--- config.mk ---
export PLATFORM = sky130hd
export DESIGN_NAME = mem_wb_stage_flat
export DESIGN_NICKNAME = d
export VERILOG_FILES = /design/src/rtl/memwb_pkg.sv /design/src/rtl/mem_wb_stage_if.sv /design/src/rtl/mem_access_fsm.sv /design/src/rtl/mem_wb_stage.sv /design/src/flat_wrapper.sv
export SDC_FILE = /design/constraint.sdc
export NUM_CORES = 1
export LEC_CHECK = 0
export BUFFER_PORTS_ARGS = -buffer_cell sky130_fd_sc_hd__buf_2
export CELL_PAD_IN_SITES_DETAIL_PLACEMENT = 1
export CELL_PAD_IN_SITES_GLOBAL_PLACEMENT = 2
export CORE_ASPECT_RATIO = 1.1
export CORE_MARGIN = 5
export CORE_UTILIZATION = 22
export CTS_CLUSTER_DIAMETER = 40
export CTS_CLUSTER_SIZE = 25
export DETAILED_ROUTE_END_ITERATION = 6
export GPL_TIMING_DRIVEN = 1
export MAX_ROUTING_LAYER = met4
export PLACE_DENSITY_LB_ADDON = 0.1
export SLEW_MARGIN = 20
export SYNTH_ARGS = -nofsm -noshare
export SYNTH_HDL_FRONTEND = slang
export SYNTH_SLANG_ARGS = --single-unit
--- constraint.sdc ---
create_clock -name clk_i -period 2.76 [get_ports clk_i]
set_clock_uncertainty 0.1 [all_clocks]
set_input_delay 0.828 -clock clk_i [delete_from_list [all_inputs] [get_ports clk_i]]
set_output_delay 0.828 -clock clk_i [all_outputs]
set_load 0.01 [all_outputs]
--- src/rtl/memwb_pkg.sv ---
// rtl/memwb_pkg.sv - shared widths, state encoding and writeback records for mem_wb_stage
// Contents: element/vector/register widths, memory depth, ADDR_BITS derivation,
//           access state enum, scalar and vector writeback record types.
package memwb_pkg;

  localparam int ELEM_SIZE  = 8;
  localparam int VECT_SIZE  = 8;
  localparam int REGI_BITS  = 4;
  localparam int VECT_BITS  = 2;
  localparam int MEMO_LINES = 64;
  localparam int LINE_BITS  = ELEM_SIZE * VECT_SIZE;

  // Ceiling log2 of the line count; at least one bit so a 1-line memory still has an address.
  function automatic int addr_bits_f(input int lines);
    int b;
    b = 0;
    for (int i = 0; i < 31; i++) begin
      if ((1 << b) < lines) b = b + 1;
    end
    return (b == 0) ? 1 : b;
  endfunction

  localparam int ADDR_BITS = addr_bits_f(MEMO_LINES);

  typedef enum logic [1:0] {
    ST_IDLE = 2'd0,
    ST_REQ  = 2'd1,
    ST_RESP = 2'd2,
    ST_HALT = 2'd3
  } state_e;

  typedef struct packed {
    logic                 en;
    logic [REGI_BITS-1:0] addr;
    logic [ELEM_SIZE-1:0] data;
  } iwb_rec_t;

  typedef struct packed {
    logic                 en;
    logic [VECT_BITS-1:0] addr;
    logic [LINE_BITS-1:0] data;
  } vwb_rec_t;

endpackage

--- src/rtl/mem_wb_stage_if.sv ---
// rtl/mem_wb_stage_if.sv - request/grant/response data-memory port
// Signals: req, we, addr, wdata (stage -> memory); gnt, rvalid, rdata (memory -> stage).
// Modports: master (the stage), slave (the memory).
interface mem_wb_stage_if
  import memwb_pkg::*;
#(
  parameter int ADDR_W = ADDR_BITS,
  parameter int DATA_W = LINE_BITS
);

  logic              req;
  logic              we;
  logic [ADDR_W-1:0] addr;
  logic [DATA_W-1:0] wdata;
  logic              gnt;
  logic              rvalid;
  logic [DATA_W-1:0] rdata;

  modport master (
    output req, we, addr, wdata,
    input  gnt, rvalid, rdata
  );

  modport slave (
    input  req, we, addr, wdata,
    output gnt, rvalid, rdata
  );

endinterface

--- src/rtl/mem_access_fsm.sv ---
// rtl/mem_access_fsm.sv - REQ/RESP memory handshake, address range check, halt sequencing
// Ports: clk_i, rst_i (sync, active high); accept_i/mem_read_i/mem_write_i/end_i/addr_i/wdata_i
//        describe the op transferred this cycle; mem is the memory master port;
//        idle_o, halt_o, err_o, in_range_o, rd_done_o, fwd_hit_o/fwd_data_o go to the top.
// Optional: MEMWB_STORE_FWD_EN adds a one-entry store buffer that serves matching loads.
module mem_access_fsm
  import memwb_pkg::*;
(
  input  logic                 clk_i,
  input  logic                 rst_i,
  input  logic                 accept_i,
  input  logic                 mem_read_i,
  input  logic                 mem_write_i,
  input  logic                 end_i,
  input  logic [ELEM_SIZE-1:0] addr_i,
  input  logic [LINE_BITS-1:0] wdata_i,
  mem_wb_stage_if.master       mem,
  output logic                 idle_o,
  output logic                 halt_o,
  output logic                 err_o,
  output logic                 in_range_o,
  output logic                 rd_done_o,
  output logic                 fwd_hit_o,
  output logic [LINE_BITS-1:0] fwd_data_o
);

  state_e               state_q, state_d;
  logic [ADDR_BITS-1:0] addr_q, addr_d;
  logic                 we_q, we_d;
  logic [LINE_BITS-1:0] wdata_q, wdata_d;
  logic                 end_pend_q, end_pend_d;
  logic                 err_q, err_d;
  logic                 mem_op;
  logic                 go;

  assign in_range_o = {{(32-ELEM_SIZE){1'b0}}, addr_i} < 32'(MEMO_LINES);
  assign mem_op     = accept_i & (mem_read_i | mem_write_i);

`ifdef MEMWB_STORE_FWD_EN
  logic                 buf_valid_q, buf_valid_d;
  logic [ADDR_BITS-1:0] buf_addr_q, buf_addr_d;
  logic [LINE_BITS-1:0] buf_data_q, buf_data_d;

  // Capture the store at the moment memory accepts it, so the buffer mirrors memory contents.
  always_comb begin
    buf_valid_d = buf_valid_q;
    buf_addr_d  = buf_addr_q;
    buf_data_d  = buf_data_q;
    if (state_q == ST_REQ && we_q && mem.gnt) begin
      buf_valid_d = 1'b1;
      buf_addr_d  = addr_q;
      buf_data_d  = wdata_q;
    end
  end

  always_ff @(posedge clk_i) begin
    if (rst_i) begin
      buf_valid_q <= 1'b0;
      buf_addr_q  <= '0;
      buf_data_q  <= '0;
    end else begin
      buf_valid_q <= buf_valid_d;
      buf_addr_q  <= buf_addr_d;
      buf_data_q  <= buf_data_d;
    end
  end

  assign fwd_hit_o  = buf_valid_q & mem_read_i & in_range_o &
                      (buf_addr_q == addr_i[ADDR_BITS-1:0]);
  assign fwd_data_o = buf_data_q;
`else
  assign fwd_hit_o  = 1'b0;
  assign fwd_data_o = '0;
`endif

  // Out-of-range and forwarded accesses are finished in the accept cycle and never leave IDLE.
  assign go = mem_op & in_range_o & ~(mem_read_i & fwd_hit_o);

  always_comb begin
    state_d    = state_q;
    addr_d     = addr_q;
    we_d       = we_q;
    wdata_d    = wdata_q;
    end_pend_d = end_pend_q;
    err_d      = 1'b0;
    case (state_q)
      ST_IDLE: begin
        if (accept_i) begin
          err_d      = mem_op & ~in_range_o;
          end_pend_d = end_i;
          if (go) begin
            addr_d  = addr_i[ADDR_BITS-1:0];
            we_d    = mem_write_i;
            wdata_d = wdata_i;
            state_d = ST_REQ;
          end else if (end_i) begin
            state_d = ST_HALT;
          end
        end
      end
      ST_REQ: begin
        if (mem.gnt) begin
          if (we_q) state_d = end_pend_q ? ST_HALT : ST_IDLE;
          else      state_d = ST_RESP;
        end
      end
      ST_RESP: begin
        // A grant seen here is stale and deliberately ignored.
        if (mem.rvalid) state_d = end_pend_q ? ST_HALT : ST_IDLE;
      end
      ST_HALT: state_d = ST_HALT;
      default: state_d = ST_IDLE;
    endcase
  end

  always_ff @(posedge clk_i) begin
    if (rst_i) begin
      state_q    <= ST_IDLE;
      addr_q     <= '0;
      we_q       <= 1'b0;
      wdata_q    <= '0;
      end_pend_q <= 1'b0;
      err_q      <= 1'b0;
    end else begin
      state_q    <= state_d;
      addr_q     <= addr_d;
      we_q       <= we_d;
      wdata_q    <= wdata_d;
      end_pend_q <= end_pend_d;
      err_q      <= err_d;
    end
  end

  assign mem.req    = (state_q == ST_REQ);
  assign mem.we     = (state_q == ST_REQ) & we_q;
  assign mem.addr   = addr_q;
  assign mem.wdata  = wdata_q;
  assign idle_o     = (state_q == ST_IDLE);
  assign halt_o     = (state_q == ST_HALT);
  assign err_o      = err_q;
  assign rd_done_o  = (state_q == ST_RESP) & mem.rvalid;

endmodule

--- src/rtl/mem_wb_stage.sv ---
// rtl/mem_wb_stage.sv - memory/writeback stage: vector loads/stores, register and flag writeback
// Ports: clk_i, rst_i (sync, active high); valid_i/ready_o upstream handshake;
//        execute results (ialu_res_i, valu_res_i, store_data_i, alu_flags_i, control bits, rd_i, vd_i, end_i);
//        mem: data-memory master port; iwb_* scalar and vwb_* vector register write ports;
//        flags_o, err_o (out-of-range pulse), halt_o (sticky end).
// Optional: MEMWB_STORE_FWD_EN enables store-to-load forwarding inside mem_access_fsm.
module mem_wb_stage
  import memwb_pkg::*;
(
  input  logic                 clk_i,
  input  logic                 rst_i,
  input  logic                 valid_i,
  output logic                 ready_o,
  input  logic [ELEM_SIZE-1:0] ialu_res_i,
  input  logic [LINE_BITS-1:0] valu_res_i,
  input  logic [LINE_BITS-1:0] store_data_i,
  input  logic [1:0]           alu_flags_i,
  input  logic                 mem_read_i,
  input  logic                 mem_write_i,
  input  logic                 is_vector_i,
  input  logic                 wb_en_i,
  input  logic [REGI_BITS-1:0] rd_i,
  input  logic [VECT_BITS-1:0] vd_i,
  input  logic                 end_i,
  mem_wb_stage_if.master       mem,
  output logic                 iwb_en_o,
  output logic [REGI_BITS-1:0] iwb_addr_o,
  output logic [ELEM_SIZE-1:0] iwb_data_o,
  output logic                 vwb_en_o,
  output logic [VECT_BITS-1:0] vwb_addr_o,
  output logic [LINE_BITS-1:0] vwb_data_o,
  output logic [1:0]           flags_o,
  output logic                 err_o,
  output logic                 halt_o
);

  logic                 accept;
  logic                 idle;
  logic                 in_range;
  logic                 rd_done;
  logic                 fwd_hit;
  logic [LINE_BITS-1:0] fwd_data;

  iwb_rec_t             iwb_q, iwb_d;
  vwb_rec_t             vwb_q, vwb_d;
  logic [1:0]           flags_q, flags_d;
  logic [VECT_BITS-1:0] ld_vd_q, ld_vd_d;

  assign ready_o = idle;
  assign accept  = valid_i & ready_o;

  mem_access_fsm u_fsm (
    .clk_i       (clk_i),
    .rst_i       (rst_i),
    .accept_i    (accept),
    .mem_read_i  (mem_read_i),
    .mem_write_i (mem_write_i),
    .end_i       (end_i),
    .addr_i      (ialu_res_i),
    .wdata_i     (store_data_i),
    .mem         (mem),
    .idle_o      (idle),
    .halt_o      (halt_o),
    .err_o       (err_o),
    .in_range_o  (in_range),
    .rd_done_o   (rd_done),
    .fwd_hit_o   (fwd_hit),
    .fwd_data_o  (fwd_data)
  );

  // Writeback records default to zero so each enable is a one-cycle pulse.
  // rd_done only occurs in RESP and accept only in IDLE, so the vector port is never double-booked.
  always_comb begin
    iwb_d   = '0;
    vwb_d   = '0;
    flags_d = flags_q;
    ld_vd_d = ld_vd_q;
    if (rd_done) begin
      vwb_d.en   = 1'b1;
      vwb_d.addr = ld_vd_q;
      vwb_d.data = mem.rdata;
    end else if (accept) begin
      flags_d = alu_flags_i;
      if (mem_read_i) begin
        ld_vd_d = vd_i;
        if (!in_range) begin
          vwb_d.en   = 1'b1;
          vwb_d.addr = vd_i;
        end else if (fwd_hit) begin
          vwb_d.en   = 1'b1;
          vwb_d.addr = vd_i;
          vwb_d.data = fwd_data;
        end
      end else if (!mem_write_i && wb_en_i) begin
        if (is_vector_i) begin
          vwb_d.en   = 1'b1;
          vwb_d.addr = vd_i;
          vwb_d.data = valu_res_i;
        end else begin
          iwb_d.en   = 1'b1;
          iwb_d.addr = rd_i;
          iwb_d.data = ialu_res_i;
        end
      end
    end
  end

  always_ff @(posedge clk_i) begin
    if (rst_i) begin
      iwb_q   <= '0;
      vwb_q   <= '0;
      flags_q <= '0;
      ld_vd_q <= '0;
    end else begin
      iwb_q   <= iwb_d;
      vwb_q   <= vwb_d;
      flags_q <= flags_d;
      ld_vd_q <= ld_vd_d;
    end
  end

  assign iwb_en_o   = iwb_q.en;
  assign iwb_addr_o = iwb_q.addr;
  assign iwb_data_o = iwb_q.data;
  assign vwb_en_o   = vwb_q.en;
  assign vwb_addr_o = vwb_q.addr;
  assign vwb_data_o = vwb_q.data;
  assign flags_o    = flags_q;

endmodule

--- src/flat_wrapper.sv ---
// flat-port wrapper written by rule: the top's interface ports become plain ports
module mem_wb_stage_flat import memwb_pkg::*;
  (clk_i, rst_i, valid_i, ready_o, ialu_res_i, valu_res_i, store_data_i, alu_flags_i, mem_read_i, mem_write_i, is_vector_i, wb_en_i, rd_i, vd_i, end_i, iwb_en_o, iwb_addr_o, iwb_data_o, vwb_en_o, vwb_addr_o, vwb_data_o, flags_o, err_o, halt_o, mem_req, mem_we, mem_addr, mem_wdata, mem_gnt, mem_rvalid, mem_rdata);
  mem_wb_stage_if mem_i ();
  input  logic clk_i;
  input  logic rst_i;
  input  logic valid_i;
  output logic ready_o;
  input  logic [ELEM_SIZE-1:0] ialu_res_i;
  input  logic [LINE_BITS-1:0] valu_res_i;
  input  logic [LINE_BITS-1:0] store_data_i;
  input  logic [1:0] alu_flags_i;
  input  logic mem_read_i;
  input  logic mem_write_i;
  input  logic is_vector_i;
  input  logic wb_en_i;
  input  logic [REGI_BITS-1:0] rd_i;
  input  logic [VECT_BITS-1:0] vd_i;
  input  logic end_i;
  output logic iwb_en_o;
  output logic [REGI_BITS-1:0] iwb_addr_o;
  output logic [ELEM_SIZE-1:0] iwb_data_o;
  output logic vwb_en_o;
  output logic [VECT_BITS-1:0] vwb_addr_o;
  output logic [LINE_BITS-1:0] vwb_data_o;
  output logic [1:0] flags_o;
  output logic err_o;
  output logic halt_o;
  output wire logic [$bits(mem_i.req)-1:0] mem_req;
  output wire logic [$bits(mem_i.we)-1:0] mem_we;
  output wire logic [$bits(mem_i.addr)-1:0] mem_addr;
  output wire logic [$bits(mem_i.wdata)-1:0] mem_wdata;
  input wire logic [$bits(mem_i.gnt)-1:0] mem_gnt;
  input wire logic [$bits(mem_i.rvalid)-1:0] mem_rvalid;
  input wire logic [$bits(mem_i.rdata)-1:0] mem_rdata;
  assign mem_req = mem_i.req;
  assign mem_we = mem_i.we;
  assign mem_addr = mem_i.addr;
  assign mem_wdata = mem_i.wdata;
  assign mem_i.gnt = mem_gnt;
  assign mem_i.rvalid = mem_rvalid;
  assign mem_i.rdata = mem_rdata;
  mem_wb_stage u_core (.clk_i(clk_i), .rst_i(rst_i), .valid_i(valid_i), .ready_o(ready_o), .ialu_res_i(ialu_res_i), .valu_res_i(valu_res_i), .store_data_i(store_data_i), .alu_flags_i(alu_flags_i), .mem_read_i(mem_read_i), .mem_write_i(mem_write_i), .is_vector_i(is_vector_i), .wb_en_i(wb_en_i), .rd_i(rd_i), .vd_i(vd_i), .end_i(end_i), .mem(mem_i), .iwb_en_o(iwb_en_o), .iwb_addr_o(iwb_addr_o), .iwb_data_o(iwb_data_o), .vwb_en_o(vwb_en_o), .vwb_addr_o(vwb_addr_o), .vwb_data_o(vwb_data_o), .flags_o(flags_o), .err_o(err_o), .halt_o(halt_o));
endmodule
==> Yosys cells after proc, flatten, opt, wreduce, memory -nomap -nowiden <==
Cells that the tools add are included.
{ "classes": {"add_sub_neg": 0, "n_mux": 15, "n_eq_ne": 7, "n_shift": 0, "magnitude_cmp": 1, "div": 0, "reduce_logical": 11, "n_bitwise": 12, "n_mul": 0} }
{ "ops": {"columns": ["cell", "n"], "rows": [
  ["2-to-1 mux 67 bit", 5],
  ["2-to-1 mux 2 bit", 7],
  ["2-to-1 mux 13 bit", 1],
  ["< comparator 8 x 7 -> 1 bit, second input constant", 1],
  ["case mux 2 bit (4 select lines)", 1],
  ["bitwise AND 1 bit", 6],
  ["AND reduction 3 bit", 2],
  ["OR reduction 6 bit", 1],
  ["inverter 1 bit", 5],
  ["OR reduction 5 bit", 1],
  ["== test 2 bit, second input constant", 2],
  ["!= test 2 bit, second input constant", 2],
  ["AND reduction 2 bit", 2],
  ["AND reduction 4 bit", 1],
  ["2-to-1 mux 3 bit", 1],
  ["!= test 3 bit, second input constant", 1],
  ["OR reduction 3 bit", 1],
  ["== test 2 x 1 -> 1 bit, second input constant", 1],
  ["logical NOT 2 bit", 1],
  ["!= test 2 x 1 -> 1 bit, second input constant", 1],
  ["logical AND 1 bit", 1],
  ["logical NOT 1 bit", 1],
  ["OR 1 bit", 1]
]} }
{ "totals": {"wordCells": 60, "latch_bits": 0, "rom_bits": 0, "ff_bits": 159, "ramBits": 0, "input_bits": 218, "memories": 0} }

==> Logic depth before layout (Yosys ltp) <==
Gate-level depths: netlist of run 1.
{ "depth": {"depth_word": 7, "ltp_mapped": 7, "depth_no_buf": 4} }

==> Hierarchy <==
From an unflattened synthesis of run 1, not the netlist that was laid out.
{ "hier_totals": {"hier_cells": 713, "area_unflattened_um2": 6710.2} }
{ "modules_own_cells": {"columns": ["module", "instances", "area_each_um2", "cells_each"], "rows": [
  ["mem_access_fsm", 1, 3409.5, 411],
  ["mem_wb_stage", 1, 3300.7, 302]
]} }

==> Least setup slack after synthesis of run 1 <==
OpenSTA, ideal clock, no wires.
{ "synth_timing": {"kind": "input to register", "from": "in valid_i", "to": "reg u_core.u_fsm.addr_q[3], in the netlist u_core.u_fsm.mem.addr[3]", "path_slack_ns": 0.327, "setup_ns": 0.139, "required_time_ns": 2.521, "t_arrival_ns": 2.194, "n_path_buf": 3, "cell_stages": 7, "cell_sequence": "or3b_1 > buf_6 > or4_1 > buf_6 > buf_6 > nand2_2 > a21oi_2"} }
{ "synth_via": {"elab_chain_cells": 4} }
{ "synth_rtl": {"columns": ["element", "line", "rtl"], "rows": [
  ["start: declaration", "flat_wrapper.sv:7", "input logic valid_i;"],
  ["bitwise AND 1 bit (*)", "mem_wb_stage.sv:50", "assign accept = valid_i & ready_o;"],
  ["bitwise AND 1 bit", "mem_access_fsm.sv:37", "assign mem_op = accept_i & (mem_read_i | mem_write_i);"],
  ["bitwise AND 1 bit", "mem_access_fsm.sv:77", "assign go = mem_op & in_range_o & ~(mem_read_i & fwd_hit_o);"],
  ["AND reduction 3 bit (no source line) (*)", null, null],
  ["end signal: assignment", "mem_access_fsm.sv:126", "addr_q <= addr_d;"],
  ["end: declaration", "mem_access_fsm.sv:28", "logic [ADDR_BITS-1:0] addr_q, addr_d;"]
]} }
Every way passes the cells marked *; elsewhere a longest branch is shown, timed or not.
A chain may end at the register's enable or synchronous reset.

==> Worst setup path after layout of run 1 <==
{ "layout_timing": {"from": "reg u_core.u_fsm.state_q[1]", "to": "out ready_o"} }
{ "layout_via": {"elab_chain_cells": 1} }
{ "layout_rtl": {"columns": ["element", "line", "rtl"], "rows": [
  ["start: declaration", "mem_access_fsm.sv:27", "state_e state_q, state_d;"],
  ["start signal: assignment", "mem_access_fsm.sv:125", "state_q <= state_d;"],
  ["logical NOT 2 bit", "mem_access_fsm.sv:138", "assign idle_o = (state_q == ST_IDLE);"],
  ["end: declaration", "flat_wrapper.sv:8", "output logic ready_o;"]
]} }
No other way between the ends.

==> results of run 1 <==
## cell families (layout without fill, tap and decap cells)
logic type	Yosys count	count (layout)	synth area share
AND/OR/NAND/NOR	186	186	0.1547
flip-flops	159	159	0.5892
AO/OA/AOI/OAI	149	149	0.1955
buffers and inverters	45	418	0.05489
multiplexers	3	3	0.005790
other	0	10	0
## cells in the mapped netlist (2+ instances only)
master / count / area share
nor2_1: 8 / 0.0056
inv_1: 3 / 0.0021
dfxtp_1: 159 / 0.59
nand2_1: 131 / 0.091
a21oi_2: 11 / 0.018
and2_1: 14 / 0.016
a22o_1: 66 / 0.11
mux2i_1: 2 / 0.0037
buf_6: 16 / 0.033
nand2_2: 15 / 0.017
nand3b_1: 2 / 0.0028
a21oi_1: 63 / 0.058
nand3_1: 5 / 0.0046
buf_2: 6 / 0.0056
a31oi_1: 2 / 0.0023
clkbuf_1: 20 / 0.014
## per-layer routing
layer / wire (µm) / track usage
met1: 8078 / 0.1593
met2: 11590 / 0.2750
met3: 1950 / 0.07043
met4: 310 / 0.05297
met5: 0 / -
## per-stage QoR
step | utilization | cell area, µm² | setup slack (ns) | total power, µW
after global placement | 0.3093 | 7522 | 0.1405 | 3229
after floorplan | - | 5403 | 0.3269 | 2868
final | 0.3365 | 8184 | 0.3281 | 5753
after global routing | 0.3365 | 8184 | 0.2086 | 6041
after detailed placement | 0.3093 | 7522 | 0.09800 | 3245
after CTS | 0.3354 | 8159 | 0.2866 | 5878
## worst register-to-register path: cells and delay by family, from the launching register on
family	cells	cell delay, ns
buffers and inverters	1	0.22
and+or+nand+nor	3	1.26
AOI/OAI and AO/OA	1	0.08
DFF	1	0.41
## registers in the layout (all words and copies together), names as in the netlist
signal	flops
u_core.flags_o	2
u_core.iwb_addr_o	4
u_core.iwb_data_o	8
u_core.iwb_en_o	1
u_core.ld_vd_q	2
u_core.u_fsm.end_pend_q	1
u_core.u_fsm.err_o	1
u_core.u_fsm.mem.addr	6
u_core.u_fsm.mem.wdata	64
u_core.u_fsm.state_q	2
u_core.u_fsm.we_q	1
u_core.vwb_addr_o	2
u_core.vwb_data_o	64
u_core.vwb_en_o	1
## path summary, 6_finish.rpt
path / end / cells after the start / slack [ns]
worst max register to register: u_core.u_fsm.mem.wdata[40]$_SDFFE_PP0P_ / 5 / 0.56
worst min register to register: u_core.flags_o[1]$_SDFFE_PP0P_ / 2 / 0.35
worst max-delay path: ready_o / 3 / 0.33
worst min-delay path: u_core.flags_o[1]$_SDFFE_PP0P_ / 2 / 0.35
## where the power goes
part           total [µW]  switching [µW]  internal [µW]  leakage (µW)
combinational         712             390            322       0.00233
sequential           2460            54.1           2410       0.00129
clock                2580             970           1610      0.000305
total                5750            1410           4340       0.00392
## final cells by class
type / count / area [µm²]
fill: 2920 / 16140
sequential: 159 / 3183
timing repair buffer: 385 / 2007
multi-input combinational: 338 / 1933
clock buffer: 18 / 429.2
tap: 310 / 387.9
clock inverter: 12 / 207.7
antenna: 10 / 25.02
inverter: 3 / 11.26
==> flow_summary.json, run 1 <==
{
  "slowest_stage": "nor2_1",
  "setup_viol": 0,
  "min_period_over_period": 0.8811,
  "power_density_mw_per_mm2": 702.9,
  "ctsHoldBuffers": 0,
  "via_per_inst": 4.309,
  "cp-startpoint": "u_core.u_fsm.state_q[1]$_SDFFE_PP0P_",
  "io_buffers": 374,
  "vias": 5322,
  "place_congestion": 0.7502,
  "clkTransAtPathRegs_ns": 0.06,
  "cts_buffers": 17,
  "rsz0062_at_grt": "no",
  "wire_per_inst_um": 17.76,
  "cts_tree": "built",
  "syn_inst": 542,
  "vdd_drop_max_v": 0.0003231,
  "synth_seq_cells": 159,
  "initial_core_util": 0.2221,
  "end_kind": "output port",
  "cts_setup_buffers": 0,
  "p_leak_uw": 0.003922,
  "ys_types": 35,
  "area_delta_synth_final_pct": 51.48,
  "cp_top_family": "buffers and inverters",
  "slowest_delay_ns": 0.37,
  "synth_edf_count": 0,
  "netlist_area_mm2": 0.005403,
  "grt_pass1_wl_um": 33250,
  "io_pins": 375,
  "mostFrequentLayoutCell": "buf_2",
  "cts.htree.levels": 4,
  "max_freq_mhz": 411.2,
  "drtIter0Drc": 217,
  "first_global_vias": 5755,
  "grtUsageTotal": 0.1585,
  "drive_gt1_frac": 0.4852,
  "core_area_mm2": 0.02432,
  "required_ns": 1.83,
  "drc": 0,
  "final_nets": 1122,
  "max_slew_margin": 0.5939,
  "criticalPathCategory": "register to output port",
  "clock_path_buffers": 2,
  "r2r_start": "u_core.u_fsm.state_q[0]$_SDFFE_PP0P_",
  "rows": 60,
  "synthArstFlopShare": 0,
  "antenna_found_initial": 10,
  "placed_cells": 1195,
  "cts_resized": 0,
  "root_buffer": "clkbuf_16",
  "min_from": "u_core.flags_o[1]$_SDFFE_PP0P_",
  "clk_latency_ns": 0.41,
  "hold_path_class": "register to register",
  "grt_max_degree": 71,
  "worst_pin_slew_ns": 0.6092,
  "yosys_warnings": 0,
  "synthFlopType": "dfxtp_1",
  "crit_arrival_ns": 1.50,
  "slew_violations": 0,
  "max-cap-violations": 0,
  "global_route.overflow_total": 0,
  "fin_cells": 1235,
  "die_w_um": 159.4,
  "syn-num-nets": 760,
  "antenna_left": 0,
  "fin_crit_ns": 2.432,
  "crit_path_start_kind": "register",
  "synth-seq-area-share": 0.5892,
  "dieArea_mm2": 0.02779,
  "die_h_um": 174.4,
  "status": "finished, final reports clean",
  "place_hpwl_um": 17150,
  "routed_wl_um": 21930,
  "clock-sinks": 159,
  "post_synth.cell_area_avg_um2": 9.968,
  "final_cell_mix": "buf_2, dfxtp_1, nand2_1",
  "crit_chain": "buf_4, nor2_1, buf_2",
  "fin_tns_setup_ns": 0,
  "first_pass_iters": 5,
  "cp.buffers_inverters": 2,
  "finalHoldViolCount": 0,
  "crit_fanout": 10,
  "holdWs_ns": 0.3525
}
Note: power is estimated with default switching activity, not from simulation.
==> inputs of run 2 (changes only) <==
Settings changed: BUFFER_PORTS_ARGS -buffer_cell sky130_fd_sc_hd__buf_2 to -buffer_cell sky130_fd_sc_hd__clkbuf_2, CORE_UTILIZATION 22 to 24, SYNTH_HIERARCHICAL from default to 1.
==> run 2 against run 1 <==
  * The run now ends with slew limit left
  * Combinational power rose by 3.9%
  * Non-clock buffer count rose by 2
  * Worst hold slack better by 0.0022 ns
  * Core utilization is 0.37 points lower
  * Total power fell by 1.6%
  * Largest cell class unchanged
==> flow_summary.json, run 2 <==
{
  "min_period_over_period": 0.8710,
  "post_synth.cell_area_avg_um2": 9.411,
  "max_freq_mhz": 416.0,
  "place_hpwl_um": 18220,
  "fillCellCount": 3401,
  "drc": 0,
  "netlist_area_mm2": 0.006710,
  "end_kind": "output port",
  "reg2reg_setup_slack_ns": 0.55,
  "worst_pin_slew_ns": 2.376,
  "synth_top_area_frac": 0.4744,
  "mostFrequentLayoutCell": "clkbuf_2",
  "setup_viol": 0,
  "area_delta_synth_final_pct": 37.40,
  "yosys.area.top_type": "dfxtp_1",
  "core_area_mm2": 0.02771,
  "synth.area.top_cells": "dfxtp_1, nand2_1, buf_4",
  "final_cell_mix": "clkbuf_2, dfxtp_1, nand2_1",
  "cts_setup_buffers": 0,
  "max-cap-violations": 0,
  "slowest_stage": "dfxtp_1",
  "criticalPathCategory": "register to output port",
  "totalPowerFinal_uw": 5664,
  "synth_edf_count": 0,
  "status": "finished with violations",
  "antenna_found_initial": 1,
  "finalHoldViolCount": 0,
  "via_per_inst": 4.279,
  "synthArstFlopShare": 0,
  "dieArea_mm2": 0.03141,
  "final_nets": 1285,
  "grtUsageTotal": 0.1573,
  "vias": 6179,
  "clkTransAtPathRegs_ns": 0.06,
  "wire_per_inst_um": 17.07,
  "violations": "slew limit",
  "initial_core_util": 0.2422,
  "synthFlopType": "dfxtp_1",
  "synth-seq-area-share": 0.4744,
  "hold_path_class": "register to register",
  "die_w_um": 169.4,
  "fin_area_mm2": 0.009220,
  "cts.htree.levels": 4,
  "placed_area_mm2": 0.008610,
  "cts_buffers": 17,
  "die_h_um": 185.4,
  "place_congestion": 0.7275,
  "routed_wl_um": 24650,
  "first_global_vias": 6479,
  "io_pins": 375,
  "synth.most_common_cell": "dfxtp_1",
  "yosys_warnings": 6,
  "cts_tree": "built",
  "syn_inst": 713,
  "synth_seq_cells": 159,
  "grt_pass1_wl_um": 36940,
  "max_slew_margin": -0.5840,
  "vdd_drop_max_v": 0.0002711,
  "clock_path_buffers": 2,
  "cts_resized": 0,
  "rows": 64,
  "final_util": 0.3328,
  "grt_max_degree": 65,
  "fin_crit_ns": 2.404,
  "crit_fanout": 7,
  "holdWs_ns": 0.3547,
  "antenna_left": 0,
  "drive_gt1_frac": 0.4361,
  "p_leak_uw": 0.004562,
  "drtIter0Drc": 218,
  "crit_chain": "and2b_2, and2_1, clkbuf_2",
  "fin_tns_setup_ns": 0,
  "ys_top_cells_by_count": "dfxtp_1, nand2_1, buf_4, a21oi_1",
  "clock-sinks": 159,
  "power_density_mw_per_mm2": 614.3,
  "first_pass_iters": 4,
  "global_route.overflow_total": 0,
  "slew_violations": 56,
  "crit_arrival_ns": 1.48,
  "crit_path_start_kind": "register",
  "ys_types": 49,
  "ctsHoldBuffers": 0,
  "io_buffers": 374,
  "required_ns": 1.83,
  "root_buffer": "clkbuf_16",
  "slowest_delay_ns": 0.48,
  "rsz0062_at_grt": "no",
  "clk_latency_ns": 0.42
}
-- run 2: cell type report --
| class | count | area, µm² | area share |
|---|---|---|---|
| clock inverters | 15 | 182.7 | 0.01981 |
| flip-flops and latches | 159 | 3183 | 0.3452 |
| multi-input cells | 498 | 2935 | 0.3184 |
| well taps | 363 | 454.2 | 0.04926 |
| diodes | 1 | 2.502 | 0.0002714 |
| inverters | 4 | 15.01 | 0.001628 |
| clock buffers | 17 | 425.4 | 0.04614 |
| repair buffers | 387 | 2022 | 0.2193 |
-- run 2: critical path, delay by kind of cell, from the launching register on --
kind                   cells  cell delay (ns)
buffers and inverters      1             0.13
DFF                        1             0.48
and+or+nand+nor            2             0.44
-- run 2: routing by layer --
metal / global-route usage / wire length [µm]
met1: 0.1794 / 10110
met5: - / 0
met3: 0.05870 / 2120
met4: 0.04058 / 315
met2: 0.2617 / 12110
-- run 2: cell families (layout without fill, tap and decap cells) --
group,after synthesis,in the layout,synth area share
AND/OR/NAND/NOR,226,226,0.1620
AO/OA/AOI/OAI,203,203,0.2295
flip-flops,159,159,0.4744
buffers and inverters,120,423,0.1275
multiplexers,4,4,0.005967
other,1,66,0.0005589
-- run 2: power breakdown --
part	leakage [µW]	internal (µW)	switching (µW)
sequential	0.00129	2390	49.2
combinational	0.00298	322	418
clock	0.000299	1440	1050
-- run 2: worst paths after layout --
path | cells past startpoint | end | start
worst max-delay path | 3 | mem_we | u_core/u_fsm/state_q[1]$_SDFFE_PP0P_
worst min-delay path | 2 | u_core/u_fsm/mem.wdata[37]$_SDFFE_PP0P_ | u_core/u_fsm/mem.wdata[37]$_SDFFE_PP0P_
worst max register to register | 6 | u_core/vwb_data_o[58]$_SDFF_PP0_ | u_core/u_fsm/state_q[1]$_SDFFE_PP0P_
worst min register to register | 2 | u_core/u_fsm/mem.wdata[37]$_SDFFE_PP0P_ | u_core/u_fsm/mem.wdata[37]$_SDFFE_PP0P_
-- run 2: stage by stage --
stage | instances | worst slack (ns)
2_1_floorplan | 777 | 0.5809
3_3_place_gp | 1411 | 0.3475
3_5_place_dp | 1411 | 0.3230
4_1_cts | 1443 | 0.3170
5_1_grt | 1444 | 0.2410
6_report | 1444 | 0.3562
==> inputs of run 3 (changes only) <==
Settings changed: BUFFER_PORTS_ARGS -buffer_cell sky130_fd_sc_hd__clkbuf_2 to default, CORE_UTILIZATION 24 to 35, DONT_BUFFER_PORTS from default to 1, PLACE_DENSITY from default to 0.91, PLACE_DENSITY_LB_ADDON 0.1 to default.
==> run 3 against run 2 <==
  * The flow still finishes with violations (slew limit)
  * Cell area decreased by 23%
  * Cell count decreased by 34%
  * Combinational power is 46% lower
  * Sequential power increased by 3%
  * Count of clock-buffer cells in the layout unchanged
  * Via count fell by 22%
  * Clock power down 8.5%
  * Core utilization grew 4.3 points
  * Critical endpoint unchanged
==> flow_summary.json, run 3 (synthesis gave the netlist of run 2 again) <==
{
  "status": "finished with violations",
  "violations": "slew limit",
  "clock-sinks": 159,
  "required_ns": 1.83,
  "drc": 0,
  "r2r_start": "u_core/u_fsm/state_q[1]$_SDFFE_PP0P_",
  "hold_end": "u_core/u_fsm/mem.wdata[15]$_SDFFE_PP0P_",
  "finalHoldViolCount": 0,
  "cts_tree": "built",
  "clkTransAtPathRegs_ns": 0.07,
  "global_route.overflow_total": 0,
  "initial_core_util": 0.3538,
  "rr_worst_depth": 5,
  "grt_pass1_wl_um": 30140,
  "antenna_cells": 0,
  "met3_usage": 0.07931,
  "vias": 4849,
  "area_delta_synth_final_pct": 6.302,
  "p_leak_uw": 0.002893,
  "antenna_found_initial": 1,
  "place_hpwl_um": 15220,
  "grt_use_met1": 0.1770,
  "dp_slack_ns": 0.3276,
  "hold_path_class": "input port to register",
  "min_from": "rst_i",
  "via_per_inst": 5.110,
  "min_period_over_period": 0.8540,
  "crit_fanout": 10,
  "worst_pin_slew_ns": 2.206,
  "cts_resized": 0,
  "fin_tns_setup_ns": 0,
  "ctsHoldBuffers": 0,
  "crit_chain": "and2b_2, and2_1",
  "end_kind": "output port",
  "max-cap-violations": 0,
  "drive_gt1_frac": 0.1325,
  "postLayoutSetupSlackWorst_ns": 0.4030,
  "crit_arrival_ns": 1.43,
  "drtIter0Drc": 149,
  "fin_crit_ns": 2.357,
  "slew_violations": 56,
  "cts_setup_buffers": 0,
  "busiest_layer": "met2",
  "crit_path_start_kind": "register",
  "place_congestion": 0.7680,
  "first_pass_iters": 4,
  "criticalPathCategory": "register to output port",
  "clock_path_buffers": 2,
  "mostFrequentLayoutCell": "dfxtp_1",
  "routed_wl_um": 20300,
  "r2r-end": "u_core/vwb_data_o[60]$_SDFF_PP0_",
  "slowest_stage": "dfxtp_1",
  "power_density_mw_per_mm2": 724.8,
  "grtUsageTotal": 0.1818,
  "final_nets": 907,
  "fillCellCount": 2200,
  "min_delay_path_depth": 1,
  "fin_area_mm2": 0.007133,
  "reg2reg_setup_slack_ns": 0.47,
  "max_freq_mhz": 424.3,
  "root_buffer": "clkbuf_16",
  "first_global_vias": 5312,
  "cts.htree.levels": 4,
  "clk_latency_ns": 0.41,
  "io_buffers": 0,
  "slowest_delay_ns": 0.53,
  "max_slew_margin": -0.4708,
  "die_h_um": 155.2,
  "rsz0062_at_grt": "no",
  "dieArea_mm2": 0.02204,
  "grt_max_degree": 89,
  "final_cell_mix": "dfxtp_1, nand2_1, conb_1",
  "holdWs_ns": 0.3742,
  "die_w_um": 142.0,
  "placed_area_mm2": 0.006560,
  "vdd_drop_max_v": 0.0003923,
  "setup_viol": 0,
  "wire_per_inst_um": 21.39,
  "rows": 53,
  "core_area_mm2": 0.01897,
  "antenna_left": 0,
  "grt_use_met2": 0.3252,
  "io_pins": 375,
  "cts_buffers": 17
}
## run 3: cell count changes in the layout (fill, tap and decap cells not counted), sizes merged
cell / before / now
inv: 10 / 12
clkbuf: 390 / 17
buf: 14 / 9
diode: 1 / 0
clkinv: 5 / 4
clkinvlp: 1 / 3
bufinv: 3 / 0
## run 3: stage by stage
stage / cells / utilization / total power (µW)
final: 949 / 0.3761 / 5170
after global routing: 949 / 0.3761 / 5415
after CTS: 949 / 0.3761 / 5263
after detailed placement: 917 / 0.3459 / 2960
after global placement: 917 / 0.3459 / 2948
after floorplan: 777 / - / 2953
## run 3: metal layers
metal	up-vias	share of wire
met4	0	0.017
met2	249	0.52
met3	17	0.11
met5	-	0
met1	2298	0.35
li1	2285	-
## run 3: worst max-delay path: cells and delay by family (launching register included)
kind / cells / cell delay, ns
flip-flops: 1 / 0.53
AND/OR/NAND/NOR: 2 / 0.49
## run 3: worst max-delay path by stage
stage | from | to | slack (ns) | depth (start not counted)
2_1_floorplan | mem_rvalid | u_core/vwb_data_o[54]$_SDFF_PP0_ | 0.58 | 8
5_1_grt | u_core/u_fsm/state_q[1]$_SDFFE_PP0P_ | u_core/vwb_data_o[62]$_SDFF_PP0_ | 0.20 | 5
6_report | u_core/u_fsm/state_q[0]$_SDFFE_PP0P_ | mem_we | 0.40 | 2
4_1_cts | u_core/u_fsm/state_q[0]$_SDFFE_PP0P_ | mem_we | 0.38 | 2
3_3_place_gp | mem_rvalid | u_core/vwb_data_o[54]$_SDFF_PP0_ | 0.43 | 5
3_5_place_dp | mem_rvalid | u_core/vwb_data_o[60]$_SDFF_PP0_ | 0.33 | 5
## run 3: report_power, final
group          internal [µW]  total, µW  switching (µW)
Clock                   1200       2270            1070
Combinational            157        396             239
Sequential              2390       2510             116
## run 3: area by class of cell
class | instances | area, µm² | share of cell area
timing repair buffer | 9 | 117.6 | 0.01649
clock buffer | 17 | 425.4 | 0.05964
sequential | 159 | 3183 | 0.4462
inverter | 4 | 15.01 | 0.002105
clock inverter | 15 | 147.6 | 0.02070
multi-input combinational | 498 | 2935 | 0.4115
tap | 247 | 309.0 | 0.04333
